--- config.mk ---
export PLATFORM = sky130hd
export DESIGN_NAME = mem_arbiter
export DESIGN_NICKNAME = d
export VERILOG_FILES = /design/src/rtl/mem_arbiter_pkg.sv /design/src/rtl/mem_arbiter_be_gen.sv /design/src/rtl/mem_arbiter.sv
export SDC_FILE = /design/constraint.sdc
export NUM_CORES = 1
export LEC_CHECK = 0
export CORE_UTILIZATION = 46
export CTS_BUF_LIST = sky130_fd_sc_hd__clkbuf_8
export DETAILED_ROUTE_END_ITERATION = 8
export MAX_ROUTING_LAYER = met4
export PLACE_DENSITY = 0.82
export SLEW_MARGIN = 20
export SYNTH_ARGS = -nofsm -noshare
export SYNTH_HDL_FRONTEND = slang
export SYNTH_HIERARCHICAL = 1
export SYNTH_SLANG_ARGS = --single-unit
--- constraint.sdc ---
create_clock -name clk -period 6.1 [get_ports clk]
set_input_delay 0.61 -clock clk [delete_from_list [all_inputs] [get_ports clk]]
set_output_delay 0.61 -clock clk [all_outputs]
set_load 0.1 [all_outputs]
--- src/rtl/mem_arbiter_pkg.sv ---
// Shared definitions for the fetch/data memory arbiter: FSM encoding,
// access-width codes and the default fetch starvation limit.
package mem_arbiter_pkg;

    typedef enum logic [1:0] {
        IDLE    = 2'd0,
        BUSY_IF = 2'd1,
        BUSY_DM = 2'd2,
        RESP    = 2'd3
    } arb_state_e;

    localparam logic [1:0] WIDTH_B = 2'd0;
    localparam logic [1:0] WIDTH_H = 2'd1;
    localparam logic [1:0] WIDTH_W = 2'd2;

    localparam int STARVE_LIMIT_DEF = 4;

endpackage

--- src/rtl/mem_arbiter_be_gen.sv ---
// Byte-enable and store-lane replication for data-port accesses; also flags
// misaligned or illegal-width requests so they can bypass memory.
module mem_be_gen
    import mem_arbiter_pkg::*;
(
    input  logic [1:0]  addr,
    input  logic [1:0]  width,
    input  logic [31:0] wdata,
    output logic [3:0]  be,
    output logic [31:0] lane_wdata,
    output logic        misaligned
);

    // Lane selection per access width; width code 3 is always rejected
    always_comb begin
        be         = 4'b0000;
        lane_wdata = 32'h0000_0000;
        misaligned = 1'b0;
        case (width)
            WIDTH_B: begin
                be         = 4'b0001 << addr;
                lane_wdata = {4{wdata[7:0]}};
            end
            WIDTH_H: begin
                be         = 4'b0011 << {addr[1], 1'b0};
                lane_wdata = {2{wdata[15:0]}};
                misaligned = addr[0];
            end
            WIDTH_W: begin
                be         = 4'b1111;
                lane_wdata = wdata;
                misaligned = (addr != 2'b00);
            end
            default: begin
                misaligned = 1'b1;
            end
        endcase
    end

endmodule

--- src/rtl/mem_arbiter.sv ---
// Single-outstanding arbiter sharing one memory port between instruction
// fetch and data access, with data priority bounded by a starvation counter.
module mem_arbiter
    import mem_arbiter_pkg::*;
#(
    parameter int STARVE_LIMIT = STARVE_LIMIT_DEF
) (
    input  logic        clk,
    input  logic        rst,
    input  logic        if_req_i,
    input  logic [31:0] if_addr_i,
    output logic        if_gnt_o,
    output logic        if_rvalid_o,
    output logic [31:0] if_rdata_o,
    input  logic        dm_req_i,
    input  logic [31:0] dm_addr_i,
    input  logic [31:0] dm_wdata_i,
    input  logic        dm_we_i,
    input  logic [1:0]  dm_width_i,
    output logic        dm_gnt_o,
    output logic        dm_rvalid_o,
    output logic [31:0] dm_rdata_o,
    output logic        dm_err_o,
    output logic        mem_req_o,
    output logic        mem_we_o,
    output logic [31:0] mem_addr_o,
    output logic [31:0] mem_wdata_o,
    output logic [3:0]  mem_be_o,
    input  logic        mem_ack_i,
    input  logic [31:0] mem_rdata_i
);

    localparam int              CNT_W = $clog2(STARVE_LIMIT + 1);
    localparam logic [CNT_W-1:0] LIMIT = CNT_W'(STARVE_LIMIT);

    arb_state_e        state_r, next_state_s;
    logic [CNT_W-1:0]  starve_r;
    logic              if_gnt_s, dm_gnt_s, pick_if_s;
    logic [3:0]        be_s;
    logic [31:0]       lane_wdata_s;
    logic              misaligned_s;
    logic              owner_dm_r, err_r;
    logic [31:0]       resp_data_r;
    logic              mem_req_r, mem_we_r;
    logic [31:0]       mem_addr_r, mem_wdata_r;
    logic [3:0]        mem_be_r;
    logic              if_rvalid_r, dm_rvalid_r, dm_err_r;
    logic [31:0]       if_rdata_r, dm_rdata_r;

    mem_be_gen u_be_gen (
        .addr       (dm_addr_i[1:0]),
        .width      (dm_width_i),
        .wdata      (dm_wdata_i),
        .be         (be_s),
        .lane_wdata (lane_wdata_s),
        .misaligned (misaligned_s)
    );

    // FSM state register
    always_ff @(posedge clk or posedge rst) begin
        if (rst) begin
            state_r <= IDLE;
        end else begin
            state_r <= next_state_s;
        end
    end

    // Grant decision and next-state; grants are gated by rst so reset silences them at once
    always_comb begin
        next_state_s = state_r;
        pick_if_s    = if_req_i && (!dm_req_i || (starve_r == LIMIT));
        if_gnt_s     = 1'b0;
        dm_gnt_s     = 1'b0;
        case (state_r)
            IDLE: begin
                if_gnt_s = !rst && pick_if_s;
                dm_gnt_s = !rst && dm_req_i && !pick_if_s;
                if (if_gnt_s) begin
                    next_state_s = BUSY_IF;
                end else if (dm_gnt_s) begin
                    next_state_s = misaligned_s ? RESP : BUSY_DM;
                end else begin
                    next_state_s = IDLE;
                end
            end
            BUSY_IF, BUSY_DM: begin
                if (mem_ack_i) begin
                    next_state_s = RESP;
                end else begin
                    next_state_s = state_r;
                end
            end
            RESP:    next_state_s = IDLE;
            default: next_state_s = IDLE;
        endcase
    end

    // Fetch starvation counter, saturating at the limit
    always_ff @(posedge clk or posedge rst) begin
        if (rst) begin
            starve_r <= '0;
        end else if (!if_req_i || if_gnt_s) begin
            starve_r <= '0;
        end else if (dm_gnt_s && (starve_r != LIMIT)) begin
            starve_r <= starve_r + CNT_W'(1);
        end else begin
            starve_r <= starve_r;
        end
    end

    // Memory-side request registers and response capture/delivery
    always_ff @(posedge clk or posedge rst) begin
        if (rst) begin
            owner_dm_r  <= 1'b0;
            err_r       <= 1'b0;
            resp_data_r <= 32'h0000_0000;
            mem_req_r   <= 1'b0;
            mem_we_r    <= 1'b0;
            mem_addr_r  <= 32'h0000_0000;
            mem_wdata_r <= 32'h0000_0000;
            mem_be_r    <= 4'b0000;
            if_rvalid_r <= 1'b0;
            if_rdata_r  <= 32'h0000_0000;
            dm_rvalid_r <= 1'b0;
            dm_rdata_r  <= 32'h0000_0000;
            dm_err_r    <= 1'b0;
        end else begin
            if_rvalid_r <= 1'b0;
            dm_rvalid_r <= 1'b0;
            dm_err_r    <= 1'b0;
            case (state_r)
                IDLE: begin
                    if (if_gnt_s) begin
                        owner_dm_r  <= 1'b0;
                        err_r       <= 1'b0;
                        mem_req_r   <= 1'b1;
                        mem_we_r    <= 1'b0;
                        mem_addr_r  <= if_addr_i & 32'hFFFF_FFFC;
                        mem_wdata_r <= 32'h0000_0000;
                        mem_be_r    <= 4'b1111;
                    end else if (dm_gnt_s) begin
                        owner_dm_r <= 1'b1;
                        err_r      <= misaligned_s;
                        // Rejected accesses never touch the memory port
                        if (!misaligned_s) begin
                            mem_req_r   <= 1'b1;
                            mem_we_r    <= dm_we_i;
                            mem_addr_r  <= dm_addr_i & 32'hFFFF_FFFC;
                            mem_wdata_r <= lane_wdata_s;
                            mem_be_r    <= be_s;
                        end
                    end
                end
                BUSY_IF, BUSY_DM: begin
                    if (mem_ack_i) begin
                        mem_req_r   <= 1'b0;
                        mem_we_r    <= 1'b0;
                        resp_data_r <= mem_rdata_i;
                    end
                end
                RESP: begin
                    if (owner_dm_r) begin
                        dm_rvalid_r <= 1'b1;
                        dm_err_r    <= err_r;
                        dm_rdata_r  <= err_r ? 32'h0000_0000 : resp_data_r;
                    end else begin
                        if_rvalid_r <= 1'b1;
                        if_rdata_r  <= resp_data_r;
                    end
                end
                default: begin
                    owner_dm_r <= 1'b0;
                end
            endcase
        end
    end

    assign if_gnt_o    = if_gnt_s;
    assign dm_gnt_o    = dm_gnt_s;
    assign if_rvalid_o = if_rvalid_r;
    assign if_rdata_o  = if_rdata_r;
    assign dm_rvalid_o = dm_rvalid_r;
    assign dm_rdata_o  = dm_rdata_r;
    assign dm_err_o    = dm_err_r;
    assign mem_req_o   = mem_req_r;
    assign mem_we_o    = mem_we_r;
    assign mem_addr_o  = mem_addr_r;
    assign mem_wdata_o = mem_wdata_r;
    assign mem_be_o    = mem_be_r;

endmodule

==> results.yml <==
routing:
  detail_route.wl_per_cell_um: 15.6
  first_pass_iters: 4
  drt-vias-per-instance: 5.04
  m1WireLength_um: 8060
  num_vias: 6138
  wl_met3_um: 1450
  highest_layer: "met4"
  drt-total-wl_um: 19000
  drc: 0
  ant_nets: 0
  route.met2.wl_um: 9190
  drt_iter0_drc: 376
cells_and_area:
  final_common_cell: "clkdlybuf4s50_1"
  fillers: 1262
  post_route_cells_drive_above_1_share: 0.110
  fin_cells: 1219
  syn_to_final_growth_pct: 41.3
  mostFrequentLayoutCells: "270 x clkdlybuf4s50_1, 180 x nand2_1, 174 x dfrtp_1, 64 x mux2_2, 56 x a21oi_1"
  fin_nets: 1130
  antenna_cells: 0
synth:
  synth_area_leaders: "dfrtp_1 57%, mux2_2 9.5%, nand2_1 9.0%, a21oi_1 3.7%, nand2b_1 2.8%"
  synth_area_leader_cell: "dfrtp_1"
  synth_warnings: 6
  synth_fa_ha_area_frac: 0.00657
  syn_area_per_cell_um2: 10.2
  syn_area_um2: 7620
  yosys.area.top_type_share: 0.571
  ys_seq_elements: 174
  synth_top_family_by_area: "simple AND/OR/NAND/NOR gates"
  synth.distinct_cells: 41
  syn_inst: 747
  synth_compound_area_frac: 0.114
  yosys.area_share.simple: 0.164
  synth-xor-area-share: 0.00115
  seq_area_frac_synth: 0.571
  muxShareOfSynthArea: 0.0959
timing:
  slew_viol_final: 0
  hold_ws_ns: 0.486
  tightest_slew_ns: 1.10
  finalHoldViolCount: 0
  setup-tns-final_ns: 0
  finalSetupViolations: 0
  fmax_ghz: 0.249
  rsz0062_at_grt: "false"
  finalCritPeriodShare: 0.658
  min_period_ns: 4.01
  finClkSkew_ns: 0.0146
  relSlewSlack: 0.264
clock_network:
  post_cts_resized: 0
  h-tree-depth: 4
  clockRootBuffer: "clkbuf_8"
  insertion_delay_ns: 0.46
  clk_pin_slew_ns: 0.09
  clk_path_buf_depth: 2
  clock-sinks: 174
  cts_inserted_buffers: 17
  postCtsSetupRepairBufs: 0
  cts_tree: "built"
  cts_hold_buf: 0
global_route:
  grt_overflow: 0
  grt_pass1_vias: 5907
  grt_first_pass_wirelength_um: 30000
  grt_max_degree: 70
  grt_usage: 0.237
  antenna_found_initial: 0
floorplanning:
  num_rows: 46
  die_h_um: 131
  die_area_um2: 17100
  dieWidth_um: 131
  core-area_um2: 16100
  start_util: 0.475
  ios: 275
setup_path:
  rr_worst_depth: 7
  start_kind: "flip-flop"
  crit_path_end_kind: "primary output"
  worstPathArrival_ns: 3.40
  rrSetupSlack_ns: 3.71
  critPathKind: "reg -> out"
  r2r_start: "state_r[0]"
  cp_max_fo: 38
  critPathRequiredTime_ns: 5.49
  r2r-end: "mem_req_o"
place:
  numPortBuffers: 270
  hpwl_um: 13000
  gp_congestion: 0.848
  post-place-cells: 1187
run_status:
  run_status: "finished, final reports clean"
job:
  maxCapViolCount: 0
min_path:
  hold_end: "dm_rdata_o[10]"
  min_path_type: "reg -> reg"
  hold_path_startpoint: "dm_rdata_o[10]"
  hold_path_depth: 2
-- metal layers --
metal	track usage	vias up
met5	-	-
met4	0.0778	0
met3	0.0656	24
met2	0.372	216
met1	0.296	2926
li1	-	2972
-- cell families (layout without fill, tap and decap cells) --
family	after synthesis	in the layout
AO/OA/AOI/OAI	155	155
buffers and inverters	62	317
multiplexers	65	65
adder cells (fa/ha/maj)	4	4
other	1	2
flip-flops	174	174
XOR/XNOR	1	1
AND/OR/NAND/NOR	285	285
-- final cells by class --
class | count | area, um^2 | share of cell area
Inverter | 9 | 38.8 | 0.00360
Clock inverter | 14 | 156 | 0.0145
Tap cell | 216 | 270 | 0.0251
Sequential cell | 174 | 4350 | 0.404
Multi-Input combinational cell | 512 | 2950 | 0.274
Clock buffer | 18 | 248 | 0.0230
Timing Repair Buffer | 276 | 2750 | 0.255
-- cells in the mapped netlist, drive strengths merged --
cell and count:
o31ai 2, nand2 183, clkbuf 19, and3b 1
nand4bb 1, nand3 5, and3 1, and4b 1
o21a 2, a31oi 31, nor3 2, dfrtp 174
nand2b 34, and2b 2, a21oi 56, mux2i 1
nor2b 9, a211o 1, mux2 64, o22a 3
xnor2 1, nand3b 1, inv 9, conb 1
o211ai 1, ha 4, nor2 36, buf 34
nor3b 1, o21ai 49, a21o 8, a21boi 1
o2bb2ai 1, and2 8
-- through the flow --
| stage | utilization | instance area, um^2 | setup slack (ns) |
|---|---|---|---|
| 4_1_cts | 0.670 | 10800 | 2.05 |
| 2_1_floorplan | - | 7630 | 0.773 |
| 6_report | 0.671 | 10800 | 2.09 |
| 3_3_place_gp | 0.645 | 10400 | 2.21 |
| 3_5_place_dp | 0.645 | 10400 | 2.20 |
| 5_1_grt | 0.671 | 10800 | 1.89 |
-- how the worst max path moves through the flow --
| stage | end | depth (start not counted) | slack, ns | from |
|---|---|---|---|---|
| final | if_gnt_o | 6 | 2.09 | state_r[0] |
| after global placement | if_gnt_o | 5 | 2.21 | if_req_i |
| after detailed placement | if_gnt_o | 5 | 2.20 | if_req_i |
| after global routing | if_gnt_o | 6 | 1.89 | state_r[0] |
| after floorplan | dm_err_o | 1 | 0.77 | rst |
| after CTS | if_gnt_o | 6 | 2.05 | state_r[0] |
-- registers in the layout, summed over array words and instances, names as in the netlist --
signal and count:
dm_err_o 1, dm_rdata_o 32, dm_rvalid_o 1, err_r 1, if_rdata_o 32, if_rvalid_o 1
mem_addr_o 30, mem_be_o 4, mem_req_o 1, mem_wdata_o 32, mem_we_o 1, owner_dm_r 1
resp_data_r 32, starve_r 3, state_r 2
-- critical path, stage by stage, from the launching register on --
cell and delay, ns:
dfrtp_1 0.41, inv_1 0.06, ha_1 0.28, nand2_1 0.09, a211o_2 0.33, inv_2 0.50
clkdlybuf4s50_1 1.26
Power is left out: the tool's default activity adds up to more than one toggle a clock period on the data nets, which glitch-free logic cannot reach.
